<file path="src/rtl/sdram_arb_pkg.sv">
// Shared types and sizes for the SDRAM arbiter and its grant picker.
package sdram_arb_pkg;
    localparam int NPORTS = 3;
    localparam int AW     = 24;
    localparam int DW     = 32;

    typedef enum logic {
        ARB_IDLE   = 1'b0,
        ARB_ACCESS = 1'b1
    } arb_state_t;

    typedef logic [1:0] port_idx_t;

    // Port after p, wrapping at NPORTS.
    function automatic port_idx_t next_port(input port_idx_t p);
        return (p == port_idx_t'(NPORTS - 1)) ? port_idx_t'(0) : port_idx_t'(p + 2'd1);
    endfunction
endpackage

</file>
<file path="src/rtl/sdram_arb_picker.sv">
// Combinational grant pick: first pending port found searching upward from i_ptr.
// With i_ptr tied to 0 this is plain fixed priority 0 > 1 > 2.
module sdram_arb_picker
    import sdram_arb_pkg::*;
(
    input  logic [NPORTS-1:0] i_pending,
    input  port_idx_t         i_ptr,
    output port_idx_t         o_grant,
    output logic              o_valid
);
    always_comb begin
        port_idx_t v_idx;
        o_valid = 1'b0;
        o_grant = '0;
        v_idx   = i_ptr;
        for (int k = 0; k < NPORTS; k++) begin
            if (!o_valid && i_pending[v_idx]) begin
                o_valid = 1'b1;
                o_grant = v_idx;
            end
            v_idx = next_port(v_idx);
        end
    end
endmodule

</file>
<file path="src/rtl/sdram_arbiter.sv">
// Three-port arbiter in front of the single SDRAM controller: latches word requests,
// serves them one at a time and routes read data back. SDRAM_ARB_RR_EN selects round-robin.
module sdram_arbiter
    import sdram_arb_pkg::*;
(
    input  logic                 clk,
    input  logic                 reset,
    input  logic [NPORTS-1:0]    req_start,
    input  logic [NPORTS-1:0]    req_we,
    input  logic [NPORTS*AW-1:0] req_addr,
    input  logic [NPORTS*DW-1:0] req_d,
    output logic [NPORTS-1:0]    req_busy,
    output logic [NPORTS-1:0]    req_done,
    output logic [NPORTS*DW-1:0] req_q,
    input  logic                 ctrl_init_done,
    input  logic                 ctrl_busy,
    input  logic                 ctrl_q_ready,
    input  logic [DW-1:0]        ctrl_q,
    output logic                 ctrl_start,
    output logic                 ctrl_we,
    output logic [AW-1:0]        ctrl_addr,
    output logic [DW-1:0]        ctrl_d
);
    arb_state_t          r_state;
    arb_state_t          w_state_next;
    logic                w_grant_fire;
    logic                w_complete;

    logic [NPORTS-1:0]   r_pending;
    logic [NPORTS-1:0]   w_accept;
    logic [NPORTS-1:0]   w_clear;
    logic                r_lat_we   [NPORTS];
    logic [AW-1:0]       r_lat_addr [NPORTS];
    logic [DW-1:0]       r_lat_d    [NPORTS];

    port_idx_t           r_grant;
    port_idx_t           w_pick;
    logic                w_pick_valid;
    port_idx_t           w_ptr;

    logic                r_ctrl_start;
    logic                r_ctrl_we;
    logic [AW-1:0]       r_ctrl_addr;
    logic [DW-1:0]       r_ctrl_d;
    logic [NPORTS-1:0]   r_req_done;
    logic [NPORTS*DW-1:0] r_req_q;

    // Completion is taken from ctrl_q_ready alone; ctrl_busy is informational only.
    logic                w_unused_ctrl_busy;
    assign w_unused_ctrl_busy = ctrl_busy;

    sdram_arb_picker u_picker (
        .i_pending (r_pending),
        .i_ptr     (w_ptr),
        .o_grant   (w_pick),
        .o_valid   (w_pick_valid)
    );

`ifdef SDRAM_ARB_RR_EN
    port_idx_t r_ptr;

    always_ff @(posedge clk or posedge reset) begin
        if (reset) begin
            r_ptr <= '0;
        end else if (w_grant_fire) begin
            r_ptr <= next_port(w_pick);
        end
    end

    assign w_ptr = r_ptr;
`else
    assign w_ptr = '0;
`endif

    always_ff @(posedge clk or posedge reset) begin
        if (reset) begin
            r_state <= ARB_IDLE;
        end else begin
            r_state <= w_state_next;
        end
    end

    always_comb begin
        w_state_next = r_state;
        w_grant_fire = 1'b0;
        w_complete   = 1'b0;
        case (r_state)
            ARB_IDLE: begin
                if (ctrl_init_done && w_pick_valid) begin
                    w_grant_fire = 1'b1;
                    w_state_next = ARB_ACCESS;
                end
            end
            ARB_ACCESS: begin
                if (ctrl_q_ready) begin
                    w_complete   = 1'b1;
                    w_state_next = ARB_IDLE;
                end
            end
            default: w_state_next = ARB_IDLE;
        endcase
    end

    // Accept only while idle-per-port; clear only the granted port, which is pending.
    assign w_accept = req_start & ~r_pending;
    assign w_clear  = {NPORTS{w_complete}} & (NPORTS'(1) << r_grant);

    always_ff @(posedge clk or posedge reset) begin
        if (reset) begin
            r_pending  <= '0;
            r_req_done <= '0;
        end else begin
            r_pending  <= (r_pending | w_accept) & ~w_clear;
            r_req_done <= w_clear;
        end
    end

    always_ff @(posedge clk) begin
        for (int i = 0; i < NPORTS; i++) begin
            if (w_accept[i]) begin
                r_lat_we[i]   <= req_we[i];
                r_lat_addr[i] <= req_addr[i*AW +: AW];
                r_lat_d[i]    <= req_d[i*DW +: DW];
            end
        end
    end

    // Command registers stay frozen for the whole access so a refresh-delayed start is retried intact.
    always_ff @(posedge clk or posedge reset) begin
        if (reset) begin
            r_ctrl_start <= 1'b0;
            r_ctrl_we    <= 1'b0;
            r_ctrl_addr  <= '0;
            r_ctrl_d     <= '0;
            r_grant      <= '0;
        end else if (w_grant_fire) begin
            r_ctrl_start <= 1'b1;
            r_ctrl_we    <= r_lat_we[w_pick];
            r_ctrl_addr  <= r_lat_addr[w_pick];
            r_ctrl_d     <= r_lat_d[w_pick];
            r_grant      <= w_pick;
        end else if (w_complete) begin
            r_ctrl_start <= 1'b0;
        end
    end

    always_ff @(posedge clk or posedge reset) begin
        if (reset) begin
            r_req_q <= '0;
        end else begin
            for (int i = 0; i < NPORTS; i++) begin
                if (w_complete && !r_ctrl_we && (r_grant == port_idx_t'(i))) begin
                    r_req_q[i*DW +: DW] <= ctrl_q;
                end
            end
        end
    end

    assign req_busy   = r_pending;
    assign req_done   = r_req_done;
    assign req_q      = r_req_q;
    assign ctrl_start = r_ctrl_start;
    assign ctrl_we    = r_ctrl_we;
    assign ctrl_addr  = r_ctrl_addr;
    assign ctrl_d     = r_ctrl_d;
endmodule

</file>
<file path="config.mk">
export PLATFORM = sky130hd
export DESIGN_NAME = sdram_arbiter
export DESIGN_NICKNAME = d
export VERILOG_FILES = /design/src/rtl/sdram_arb_pkg.sv /design/src/rtl/sdram_arb_picker.sv /design/src/rtl/sdram_arbiter.sv
export SDC_FILE = /design/constraint.sdc
export NUM_CORES = 1
export LEC_CHECK = 0
export CAP_MARGIN = 30
export CORE_MARGIN = 4
export CORE_UTILIZATION = 49
export CTS_BUF_LIST = sky130_fd_sc_hd__clkbuf_4
export CTS_CLUSTER_DIAMETER = 80
export CTS_CLUSTER_SIZE = 30
export DETAILED_ROUTE_END_ITERATION = 8
export PLACE_DENSITY = 0.82
export SLEW_MARGIN = 20
export SYNTH_ARGS = -nofsm -noshare
export SYNTH_HDL_FRONTEND = slang
export SYNTH_SLANG_ARGS = --single-unit
</file>
<file path="constraint.sdc">
create_clock -name clk -period 6 [get_ports clk]
set_input_delay 1.2 -clock clk [delete_from_list [all_inputs] [get_ports clk]]
set_output_delay 1.2 -clock clk [all_outputs]
set_load 0.01 [all_outputs]
</file>
# Yosys cells after proc, flatten, opt, wreduce, memory -nomap -nowiden
# Memory sizes are Yosys's and may differ from the RTL's. A register that Yosys moved wholly into a read port is not among the register bits.
# Index checks and enable logic that the tools add are counted.
[totals] rom_bits=0 ff_bits=106 latch_bits=0 mem_bits_rw=171 memories=3
[classes] order_cmp=0 div=0 n_addsub=0 n_reduce_logical=12 n_eq_ne=2 mux=19 bitwise=7 n_mul=0 shifts=1
[memory_table] memory="r_lat_d" words=3 width=32 read_ports=1 rd_clocked_by_memory_dff=1 write_ports=3 line="sdram_arbiter.sv:34" rtl="logic [DW-1:0] r_lat_d [NPORTS];"
[memory_table] memory="r_lat_addr" words=3 width=24 read_ports=1 rd_clocked_by_memory_dff=1 write_ports=3 line="sdram_arbiter.sv:33" rtl="logic [AW-1:0] r_lat_addr [NPORTS];"
[memory_table] memory="r_lat_we" words=3 width=1 read_ports=1 rd_clocked_by_memory_dff=1 write_ports=3 line="sdram_arbiter.sv:32" rtl="logic r_lat_we [NPORTS];"
[op_table] cell="1-bit two-way mux" count=17
[op_table] cell="3-bit bitwise AND" count=3
[op_table] cell="1-bit logical AND" count=7
[op_table] cell="3-bit NOT" count=2
[op_table] cell="1-bit logical NOT" count=3
[op_table] cell="3-bit OR" count=1
[op_table] cell="1-bit by 2-bit << shifter with 3-bit output, first input constant" count=1
[op_table] cell="2-bit by 1-bit == test with 1-bit output, second input constant" count=1
[op_table] cell="2-bit == test, second input constant" count=1
[op_table] cell="2-bit logical NOT" count=1
[op_table] cell="2-bit two-way mux" count=1
[op_table] cell="1-bit case mux with 2 select lines" count=1
[op_table] cell="2-bit nonzero test" count=1
[op_table] cell="1-bit NOT" count=1

# Longest topological paths before layout
[depth] word_depth=11 ltp_mapped=6 mapped_depth_nobuf=3

# Cells and area by module
# From an unflattened synthesis, not the netlist that was laid out.
[hier_totals] cells_unflattened=730 area_unflattened_um2=12525.8
[modules_own_cells] mod="sdram_arbiter" area_per_inst_um2=12477.0 cells_each=722 seq_area_each_um2=9213.8 n_inst=1
[modules_own_cells] mod="sdram_arb_picker" area_per_inst_um2=48.8 cells_each=8 seq_area_each_um2=0.0 n_inst=1

# Worst setup path before layout
# No wires, ideal clock.
[synth_path] kind="input to register" start="input req_start[2]" end="memory r_lat_addr[2][0], enable pin" setup_slack_ns=1.806 cell_stages=1 path_buffers=0 t_arrival_ns=3.715 required_ns=5.522 path_cell_list="nor2b_1"
[synth_lines] item="start, declared" line="sdram_arbiter.sv:8" rtl="input logic [NPORTS-1:0] req_start,"
[synth_lines] item="end, declared" line="sdram_arbiter.sv:33"

# Worst setup path in the final report
[layout_path] start="register r_pending[2] (netlist: req_busy[2])" end="output req_busy[2]"
[layout_lines] item="start, declared" line="sdram_arbiter.sv:29" rtl="logic [NPORTS-1:0] r_pending;"
[layout_lines] item="start signal, assigned" line="sdram_arbiter.sv:113" rtl="r_pending <= (r_pending | w_accept) & ~w_clear;"
[layout_lines] item="end, declared" line="sdram_arbiter.sv:12" rtl="output logic [NPORTS-1:0] req_busy,"
# No word-level cell between the ends.

==> results.tsv <==
stage	metric	value	unit
run_status	status	finished clean	
place	dpl-instance-area	16970	um^2
logic_synthesis	yosys_warnings	0	
clocking	clock-root-buffer	clkbuf_4	
clocking	cts.sinks	334	
finish	post-route-util	66.07	%
grt	grt_pass1_wl	51.47	mm
sta	drv_slew	0	
floorplan	num_rows	59	
sta	setup_violations	0	
finish	final_cell_mix	clkdlybuf4s50_1 (369), edfxtp_1 (171), dfrtp_1 (160)	
sta	holdWs	525.2	ps
worst_setup_path	path_class	register to output port	
floorplan	coreArea	26060	um^2
power_and_ir_drop	fin_total_pwr	6.401	mW
clocking	h-tree-depth	1	
floorplan	die_area	29130	um^2
logic_synthesis	syn_inst	867	
flow_run	maxCapViolCount	0	
place	dp_hpwl	23.26	mm
sta	setup-tns-final	0	ps
finish	area_growth	32.77	%
logic_synthesis	synth_edf_count	171	
sta	slew_headroom	37.55	%
logic_synthesis	ys_async_sr_fraction	48.80	%
route	firstDrtPassIters	5	
sta	period_share	61.27	%
route	wl_per_cell	21.87	um
clocking	cts_buffers	16	
clocking	cts_tree	done	
sta	layout_min_cycle_time	3676	ps
worst_setup_path	arrival	2480	ps
finish	layout.cells.non_filler	1555	
power_and_ir_drop	power_density	371.8	nW/um^2
route	viasPerCell	5.477	
clocking	clock_path_buffers	3	
logic_synthesis	netlist_area	12970	um^2
route	ant_nets	0	
power_and_ir_drop	vdd_ir_drop_max	0.2783	mV
route	dr.first_iter.drc_count	618	
clocking	cts-resized-gates	0	
sta	clock_skew	64.31	ps
worst_setup_path	path_max_fanout	53	
grt	grtUsageTotal	22.69	%
logic_synthesis	syn_nets	1078	
worst_setup_path	critPathRequiredTime	4800	ps
min_path	min-delay-path-class	register to register	
clocking	clk_latency	740	ps
worst_setup_path	worst_setup_path_end_kind	output port	
place	io_buffer_count	369	
place	gp_congestion	0.7846	
clocking	holdBufCountCts	0	
finish	final_area	17220	um^2
floorplan	io_pins	371	
logic_synthesis	seq_area_frac_synth	71.05	%
logic_synthesis	synth_ff_type	edfxtp_1	
power_and_ir_drop	power_leakage	6.498	nW
floorplan	die_w	170.7	um
sta	finalHoldViolations	0	
logic_synthesis	synth_cell_type_count	28	
sta	setup_ws	2324	ps
logic_synthesis	synth_seq_cells	334	
finish	layout_commonest_cell	clkdlybuf4s50_1	
clocking	clk_pin_slew_worst_paths	300	ps
grt	grt_max_degree	87	
place	dpl.cell_count	1524	
sta	fmax	272.0	MHz
logic_synthesis	syn_avg_cell_area	14.96	um^2
floorplan	initial_core_util	49.76	%
worst_setup_path	crit_path_start_kind	register	
clocking	post_cts_buffers	0	
grt	antenna_found_initial	4	
sta	rsz0062_at_grt	false	
grt	gr-total-overflow	0	
route	drc	0	
finish	drive_gt1_share	17.34	%
grt	grt_pass1_vias	8882	
floorplan	dieHeight	170.7	um
place	dp_slack	2317	ps
sta	worst_slew_pin_slew	936.7	ps
route	drt_wl_total	34.01	mm
finish	final_nets	1418	
route	vias	8517	
[Yosys cell counts, types with 2 or more instances]
master	number	share of area, %
a21oi_1	57	2.2
buf_1	5	0.14
buf_12	3	0.46
buf_2	15	0.58
clkbuf_1	37	1.1
dfrtp_1	163	31
edfxtp_1	171	40
inv_1	2	0.058
mux2_2	66	5.7
mux2_4	30	3.5
nand2_1	4	0.12
nand2b_1	59	2.8
nor2_1	66	1.9
nor2b_1	3	0.14
nor3_1	3	0.12
o21ai_0	58	2.2
o21ai_1	2	0.077
o31ai_1	57	3.3
or3b_2	57	3.8
[power by group]
group,internal (mW),leakage [nW],switching [mW],total [mW]
clock,0.210,0.144,0.682,0.891
sequential,2.95,3.53,0.302,3.25
combinational,1.34,2.83,0.924,2.26
[layout make-up]
class,count,area [um^2]
multi-input combinational,469,3478
tap,335,419.2
clock buffer,21,157.7
clock inverter,7,86.33
sequential,334,9220
inverter,3,16.27
fill,1812,8842
antenna,3,7.507
timing repair buffer,383,3831
[path summary, 6_finish.rpt]
kind	slack, ps	endpoint	start	cells past startpoint
min in group asynchronous	960	ctrl_addr[15]	reset	2
setup reg to reg	3200	ctrl_addr[18]	req_busy[2]	5
max in group asynchronous	3910	req_q[78]	reset	3
hold / removal	530	ctrl_addr[14]	ctrl_addr[14]	2
setup / recovery	2320	req_busy[2]	req_busy[2]	2
hold reg to reg	530	ctrl_addr[14]	ctrl_addr[14]	2
[registers in the layout, indices dropped and copies added, names as in the netlist]
signal and count:
req_busy 3, r_grant 2, r_lat_we 3, ctrl_start 1
ctrl_addr 24, r_lat_addr 72, req_done 3, r_lat_d 96
ctrl_d 32, req_q 96, r_state 1, ctrl_we 1
[critical path, cell delays in order, from the launching register on]
cell	delay (ps)
dfrtp_2	580
buf_4	490
clkdlybuf4s50_1	640
[cell families after synthesis]
logic type             Yosys count  share of synthesized area (%)
DFF                            334                          71.05
and+or+nand+nor                197                          9.350
buffers and inverters           64                          2.431
muxes                           96                          9.205
AOI/OAI and AO/OA              176                          7.960
[layer usage]
metal / wire, um / up-vias / global-route usage (%)
li1: - / 3826 / -
met1: 12870 / 4211 / 28.89
met2: 16950 / 425 / 38.76
met3: 3345 / 53 / 6.077
met4: 838 / 2 / 6.146
met5: 8 / - / 0
Note: power is estimated with default switching activity, not from simulation.
